<file path="src/rtl/ifetch_unit.sv">
// ifetch_unit: instruction fetch stage that sits directly after the PC register.
//
// The stage fetches one word at the current PC from instruction memory over a
// valid/ready request channel. Responses come back in order with a variable
// latency and are always accepted. Returned words are buffered with their PCs
// in a small FIFO and passed to decode over valid/ready. The stage also drives
// the PC register load enable. On a redirect it discards fetches from the
// wrong path.
//
// The block holds a fixed pool of DEPTH slots. A slot is held by a live
// in-flight request (outstanding), by a wrong-path request whose response is
// still due (drop), or by a buffered instruction (FIFO). A new request is
// issued only while a slot is free. As a result the tag queue and the FIFO
// can never overflow, and drop never exceeds DEPTH.
//
// Ports:
//   clk, rst          clock, synchronous active-high reset
//   pc_now            current PC from the PC register
//   pc_reg_en         PC register load enable (accepted request or redirect)
//   flush             redirect this cycle; all in-flight work is wrong-path
//   imem_req_*        fetch request channel (valid/ready, word address)
//   imem_resp_*       in-order response channel (always accepted)
//   if_valid/if_ready decode handshake
//   if_inst/if_pc     FIFO head: instruction word and its PC
//   if_misalign       head entry is a misaligned-PC fault (if_inst = NOP_INST)

module ifetch_unit #(
  parameter int              XLEN     = 32,
  parameter int              DEPTH    = 2,
  parameter logic [XLEN-1:0] NOP_INST = 32'h0000_0013
) (
  input  logic            clk,
  input  logic            rst,
  input  logic [XLEN-1:0] pc_now,
  output logic            pc_reg_en,
  input  logic            flush,
  output logic            imem_req_valid,
  output logic [XLEN-1:0] imem_req_addr,
  input  logic            imem_req_ready,
  input  logic            imem_resp_valid,
  input  logic [XLEN-1:0] imem_resp_data,
  output logic            if_valid,
  input  logic            if_ready,
  output logic [XLEN-1:0] if_inst,
  output logic [XLEN-1:0] if_pc,
  output logic            if_misalign
);

  localparam int        AW      = $clog2(DEPTH);
  localparam int        CW      = AW + 1;
  localparam logic [CW:0] DEPTH_C = (CW+1)'(DEPTH);

  // Tag queue: the PC of every request that is still in flight, in issue order
  logic [XLEN-1:0]  tag_mem_r [DEPTH];
  logic [AW-1:0]    tag_wr_r;
  logic [AW-1:0]    tag_rd_r;

  // Output FIFO storage
  logic [XLEN-1:0]  fifo_pc_r   [DEPTH];
  logic [XLEN-1:0]  fifo_inst_r [DEPTH];
  logic [DEPTH-1:0] fifo_mis_r;
  logic [AW-1:0]    fifo_wr_r;
  logic [AW-1:0]    fifo_rd_r;
  logic [CW-1:0]    fifo_count_r;

  // Slot accounting
  logic [CW-1:0]    outstanding_r;
  logic [CW-1:0]    drop_r;
  logic             halted_r;

  logic [CW:0]      in_use_s;
  logic             may_issue_s;
  logic             misaligned_s;
  logic             req_valid_s;
  logic             req_fire_s;
  logic             fault_s;
  logic             resp_keep_s;
  logic             resp_drop_s;
  logic             fifo_push_s;
  logic             fifo_pop_s;
  logic [XLEN-1:0]  push_pc_s;
  logic [XLEN-1:0]  push_inst_s;
  logic             push_mis_s;

  // Issue credit, request and handshake decode
  always_comb begin
    in_use_s     = {1'b0, outstanding_r} + {1'b0, drop_r} + {1'b0, fifo_count_r};
    may_issue_s  = !rst && !flush && !halted_r && (in_use_s < DEPTH_C);
    misaligned_s = (pc_now[1:0] != 2'b00);
    req_valid_s  = may_issue_s && !misaligned_s;
    req_fire_s   = req_valid_s && imem_req_ready;
    // A misaligned PC becomes a fault entry only after all older work has
    // drained, so that the fault stays in program order
    fault_s      = may_issue_s && misaligned_s &&
                   (outstanding_r == {CW{1'b0}}) && (drop_r == {CW{1'b0}});
    resp_keep_s  = imem_resp_valid && (drop_r == {CW{1'b0}});
    resp_drop_s  = imem_resp_valid && (drop_r != {CW{1'b0}});
    fifo_push_s  = !flush && (resp_keep_s || fault_s);
    fifo_pop_s   = !flush && (fifo_count_r != {CW{1'b0}}) && if_ready;
    if (resp_keep_s) begin
      push_pc_s   = tag_mem_r[tag_rd_r];
      push_inst_s = imem_resp_data;
      push_mis_s  = 1'b0;
    end else begin
      push_pc_s   = pc_now;
      push_inst_s = NOP_INST;
      push_mis_s  = 1'b1;
    end
  end

  // Output drive: request channel and FIFO head
  always_comb begin
    imem_req_valid = req_valid_s;
    imem_req_addr  = pc_now;
    pc_reg_en      = !rst && (req_fire_s || flush);
    if_valid       = (fifo_count_r != {CW{1'b0}});
    if_inst        = fifo_inst_r[fifo_rd_r];
    if_pc          = fifo_pc_r[fifo_rd_r];
    if_misalign    = fifo_mis_r[fifo_rd_r];
  end

  // Storage writes; contents are don't-care until the matching count says valid
  always_ff @(posedge clk) begin
    if (req_fire_s) begin
      tag_mem_r[tag_wr_r] <= pc_now;
    end
    if (fifo_push_s) begin
      fifo_pc_r[fifo_wr_r]   <= push_pc_s;
      fifo_inst_r[fifo_wr_r] <= push_inst_s;
      fifo_mis_r[fifo_wr_r]  <= push_mis_s;
    end
  end

  // Pointers, counters and the halt flag
  always_ff @(posedge clk) begin
    if (rst) begin
      tag_wr_r      <= {AW{1'b0}};
      tag_rd_r      <= {AW{1'b0}};
      fifo_wr_r     <= {AW{1'b0}};
      fifo_rd_r     <= {AW{1'b0}};
      fifo_count_r  <= {CW{1'b0}};
      outstanding_r <= {CW{1'b0}};
      drop_r        <= {CW{1'b0}};
      halted_r      <= 1'b0;
    end else begin
      if (req_fire_s) begin
        tag_wr_r <= tag_wr_r + AW'(1);
      end
      // Every response pops its tag, including discarded ones
      if (imem_resp_valid) begin
        tag_rd_r <= tag_rd_r + AW'(1);
      end
      if (flush) begin
        // Everything still in flight becomes wrong-path, except a response
        // that is landing right now
        fifo_wr_r     <= {AW{1'b0}};
        fifo_rd_r     <= {AW{1'b0}};
        fifo_count_r  <= {CW{1'b0}};
        outstanding_r <= {CW{1'b0}};
        drop_r        <= outstanding_r + drop_r - CW'(imem_resp_valid);
        halted_r      <= 1'b0;
      end else begin
        if (fifo_push_s) begin
          fifo_wr_r <= fifo_wr_r + AW'(1);
        end
        if (fifo_pop_s) begin
          fifo_rd_r <= fifo_rd_r + AW'(1);
        end
        fifo_count_r  <= fifo_count_r + CW'(fifo_push_s) - CW'(fifo_pop_s);
        outstanding_r <= outstanding_r + CW'(req_fire_s) - CW'(resp_keep_s);
        drop_r        <= drop_r - CW'(resp_drop_s);
        if (fault_s) begin
          halted_r <= 1'b1;
        end
      end
    end
  end

  ifetch_unit_chk #(
    .DEPTH (DEPTH),
    .CW    (CW)
  ) u_chk (
    .clk         (clk),
    .rst         (rst),
    .fifo_push   (fifo_push_s),
    .fifo_pop    (fifo_pop_s),
    .fifo_count  (fifo_count_r),
    .resp_valid  (imem_resp_valid),
    .outstanding (outstanding_r),
    .drop        (drop_r)
  );

endmodule

// ifetch_unit_chk: invariants of the fetch stage's slot accounting.
//   fifo_push/fifo_pop/fifo_count  FIFO activity and occupancy
//   resp_valid                     memory response this cycle
//   outstanding/drop               live and wrong-path in-flight counts
module ifetch_unit_chk #(
  parameter int DEPTH = 2,
  parameter int CW    = 2
) (
  input logic          clk,
  input logic          rst,
  input logic          fifo_push,
  input logic          fifo_pop,
  input logic [CW-1:0] fifo_count,
  input logic          resp_valid,
  input logic [CW-1:0] outstanding,
  input logic [CW-1:0] drop
);

  logic [CW:0] in_flight_s;
  assign in_flight_s = {1'b0, outstanding} + {1'b0, drop};

  // Sampled invariants: no FIFO overflow, no orphan response, drop bounded
  always @(posedge clk) begin
    if (!rst) begin
      assert (!(fifo_push && !fifo_pop && (fifo_count == CW'(DEPTH))));
      assert (!(resp_valid && (in_flight_s == {(CW+1){1'b0}})));
      assert (drop <= CW'(DEPTH));
    end
  end

endmodule

</file>
<file path="config.mk">
export PLATFORM = sky130hd
export DESIGN_NAME = ifetch_unit
export DESIGN_NICKNAME = d
export VERILOG_FILES = /design/src/rtl/ifetch_unit.sv
export SDC_FILE = /design/constraint.sdc
export NUM_CORES = 1
export LEC_CHECK = 0
export BUFFER_PORTS_ARGS = -buffer_cell sky130_fd_sc_hd__buf_2
export CAP_MARGIN = 25
export CELL_PAD_IN_SITES_DETAIL_PLACEMENT = 1
export CELL_PAD_IN_SITES_GLOBAL_PLACEMENT = 1
export CORE_UTILIZATION = 49
export DETAILED_ROUTE_END_ITERATION = 8
export PLACE_DENSITY = 0.81
export SYNTH_ARGS = -nofsm -noshare
export SYNTH_HDL_FRONTEND = slang
export SYNTH_SLANG_ARGS = --single-unit
</file>
<file path="constraint.sdc">
create_clock -name clk -period 12.2 [get_ports clk]
set_input_delay 1.22 -clock clk [delete_from_list [all_inputs] [get_ports clk]]
set_output_delay 1.22 -clock clk [all_outputs]
set_load 0.1 [all_outputs]
</file>
==> results <==
- The share of the core filled with cells is 0.603.
- In this run the number of H-tree levels came out at 1.
- The overall routing resource usage is 0.191.
- The routed layout has 4779 vias.
- Setup repair after global routing left no endpoint under its margin.
- The residual DRC count is 0.
- The number of hold violations in the final report is 0.
- The worst reg-to-reg setup slack is 8.80 ns.
- The wire length on met3 is 1010 µm.
- In this run the mean area of a mapped cell was 16.1 µm².
- The number of nets in the final layout is 755.
- OpenSTA, run right after detailed placement, puts the worst setup slack at 8.25 ns.
- In the synthesized netlist the async set-or-reset flop fraction comes to 0.
- In this run the critical register-to-register path is launched from drop_r[1].
- The endpoint identified for the worst register-to-register timing path is fifo_inst_r[1][6].
- The hold path endpoint is fifo_wr_r.
- Of the total synthesized cell area, the portion taken by full adders, half adders and majority gates is 0.0155.
- Buffers added to address setup during post-CTS repair amount to 0.
- The signal on the critical path passes through inv_1 > fa_1 > inv_1 > ha_1 > nor4_4 > nand4_1 > a21oi_1 > buf_2.
- The detailed placement HPWL is 10500 µm.
- The worst hold path begins at fifo_wr_r.
- The worst-skew pair later-pin latency is 0.48 ns.
- The instance count along the most critical hold path is 2.
- The post-synthesis share of cell area spent on xor and xnor gates is 0.00995.
- The count of cells resized by post-cts repair is 0.
- For the worst setup path, the data arrival time is 3.18 ns.
- The post-synthesis instance total is 532.
- The worst-case IR drop observed on VDD is 0.127 mV.
- When the netlist entered floorplanning its net count stood at 612.
- Setup violations remaining at the end of the flow were counted as 0.
- The slew at the pin closest to its max-slew limit is 1.06 ns.
- The total grt overflow is 0.
- The max-slew violation count is 0.
- Signal routing reaches up to met4.
- The violation count after the first detailed-routing iteration is 295.
- The compound-cell area share of the yosys netlist was 0.0259.
- Of the total power, the share spent switching nets is 0.322.
- The met1 routed wirelength after detailed routing is 7240 µm.
- The final critical-path setup slack is 7.80 ns.
- The port buffer count is 169.
- Along the worst path, the maximum fanout reaches 7.
- 0 antenna diodes ended up in the layout.
- The number of global-route vias before repair came to 5060.
- The number of synthesized flops with an enable pin is 194.
- The worst setup path is captured at an output port.
- The total routed wirelength is 17300 µm.
- By area, the combinational part of the netlist is dominated by multiplexers.
- The clock transition time at the flip-flop clock pins of the worst setup and hold paths is 0.06 ns.
- The proportion of synthesized chip area in sequential cells is 0.712.
- During synthesis, Yosys emitted a total of 0 warnings.
- The final cycle utilization of the critical path is 0.360.
- The first TritonRoute pass finished after 4 iterations.
- The post-synthesis simple-gate area fraction is 0.0634.
- The number of antenna violations at the first check in global routing was 0.
- Clock tree synthesis selected as its root buffer the cell clkbuf_16.
- The initial utilization of the core area, before any placement, comes to 0.508.
- Once layout is complete, the cells apart from fillers number 910.
- The switching power summed over all nets is 632 µW.
- The clock share of power is 0.333.
- Derived from the worst setup path, the maximum achievable clock frequency is 227 MHz.
- The number of instances in the placed design is 869.
- The analysis attributes to cell leakage a power of 0.00376 µW.
- Yosys mapped the design onto 38 distinct sky130hd cell types.
- The mux contribution to synthesized area is 0.125.
- The logic gate share of total power is 0.231.
- The hold buffer count at CTS is 0.
- In the final layout, the share of cells above drive strength 1 is 0.412.
- The required time at the worst-slack endpoint is 10.98 ns.
- The most used flip-flop cell after synthesis is edfxtp_1.
- The cell that appears most often on the critical path is inv_1.
- The first global-routing pass estimated 26800 µm of wire.
- Counting every sink on the clock net gives 207.
- The number of synthesized register bits is 207.
- In this run the remaining antenna-violating nets after routing total 0.
- In the routed layout, each cell is associated on average with a via count of 5.25.
- The congestion estimate from routability-driven global placement came to 0.757.
- The floorplan has 47 rows.
- The number of clock buffers added by TritonCTS is 21.
- The average wire per standard cell is 19.0 µm.
- The setup TNS is 0 ns.
- The die is 134 µm tall.
- The run finished with clean final reports.
- The worst path in the final design needs a cycle of 4.40 ns, including I/O delays and setup.
- The path type of the worst min-delay path is reg2reg.
- The die outline area is 18000 µm².
- The power per unit of standard cell area is 193 nW/µm².
- The sequential cell fraction of total power is 0.436.
- After detailed routing, the met2 layer carries 8860 µm of wire.
- Summing every instance area after synthesis gives 8550 µm².
- For this design, the slowest cell found on the critical path is dfxtp_1.
- The setup path with the least slack is of type reg2out.
- The worst setup path is launched from a register.
- The core footprint is 16800 µm².
- The relative slew slack is 0.295.
- The TritonCTS clock tree is done.
- Compared with the post-synthesis result, the final layout area differs by 18.7%.
- The top-level I/O count is 170.
- For the worst flop-to-flop path, the logic depth is 8.
- The number of max-capacitance violations reported is 0.
- The clock skew after layout is 0.00611 ns.
- The maximum number of pins on one net before global-route repair is 100.
- Measured along the x axis, the die boundary spans 134 µm.
- The internal power of the cells is 1330 µW.
- The maximum cell stage delay along the critical path is 0.51 ns.
- The deepest clock path buffer count is 3.
## placed cells by master (no fill, tap or decap), types with 11 or more instances in the layout
cell / netlist / routed
clkbuf_16: 0 / 21
buf_2: 16 / 169
a21oi_1: 34 / 34
edfxtp_1: 194 / 194
and2_1: 31 / 31
dfxtp_1: 13 / 11
nor2_1: 43 / 41
mux2_2: 65 / 65
inv_1: 12 / 12
mux2i_1: 34 / 34
## cell type report
type | count | area [µm²]
clock inverters | 15 | 175
flip-flops and latches | 207 | 6090
clock buffers | 23 | 533
fillers | 1609 | 6670
multi-input cells | 257 | 2080
repair buffers | 176 | 951
inverters | 12 | 45.0
well taps | 220 | 275
## cells in the mapped netlist (all sizes together), types with 6 or more instances
library cell  count  area share
nor3              6      0.0035
and2             31       0.023
inv              12      0.0053
mux2             65       0.086
edfxtp          194        0.68
ha                9       0.013
a21oi            34       0.020
buf              51       0.041
nor2             43       0.019
mux2i            34       0.040
dfxtp            13       0.030
## logic make-up after synthesis
| group | count (synthesis) |
|---|---|
| DFF | 207 |
| and+or+nand+nor | 100 |
| muxes | 99 |
| buffers and inverters | 68 |
| adders and majority gates | 10 |
| xor gates and xnor gates | 8 |
| AOI/OAI and AO/OA | 40 |
## through the flow
| stage | area [µm²] | hold slack (ns) | power, µW |
|---|---|---|---|
| global route | 10100 | 0.552 | 2020 |
| floorplan | 8550 | 0.450 | 1250 |
| global placement | 9360 | 0.509 | 1310 |
| finish | 10100 | 0.509 | 1960 |
| detailed placement | 9360 | 0.503 | 1320 |
| CTS | 10100 | 0.512 | 1980 |
## sequential cells by signal (all words and copies together), names as in the netlist, 2 cells and up, named ones only
register       cells
fifo_inst_r       64
fifo_pc_r         64
tag_mem_r         64
drop_r             2
fifo_count_r       2
fifo_mis_r         2
outstanding_r      2
## critical path, delay by kind of cell, from the launching register on
family	cells	cell delay, ns
AOI/OAI and AO/OA	1	0.19
adders and majority gates	2	0.83
buffers and inverters	3	0.62
DFF	1	0.51
and+or+nand+nor	2	0.54
## worst max path at each step
| stage | startpoint | end | slack (ns) | depth (start not counted) |
|---|---|---|---|---|
| after global routing | drop_r[1] | pc_reg_en | 7.69 | 8 |
| after detailed placement | flush | pc_reg_en | 8.25 | 5 |
| after CTS | drop_r[1] | pc_reg_en | 7.82 | 8 |
| after global placement | flush | pc_reg_en | 8.33 | 5 |
| final | drop_r[1] | pc_reg_en | 7.80 | 8 |
| after floorplan | flush | fifo_inst_r[1][0] | 4.95 | 4 |
## power by group through the flow
stage	Clock (µW)	Combinational, µW	Sequential (µW)
after detailed placement	0	448	874
after CTS	669	451	860
after global routing	690	475	860
after global placement	0	436	871
after floorplan	0	380	868
final	653	454	856
## metal layers
layer  vias to the layer above  GRT usage
li1                       2213          -
met1                      2384      0.246
met2                       162      0.341
met3                        20     0.0302
met4                         0     0.0437
met5                         -          0
Power figures use the tool's default switching activity.
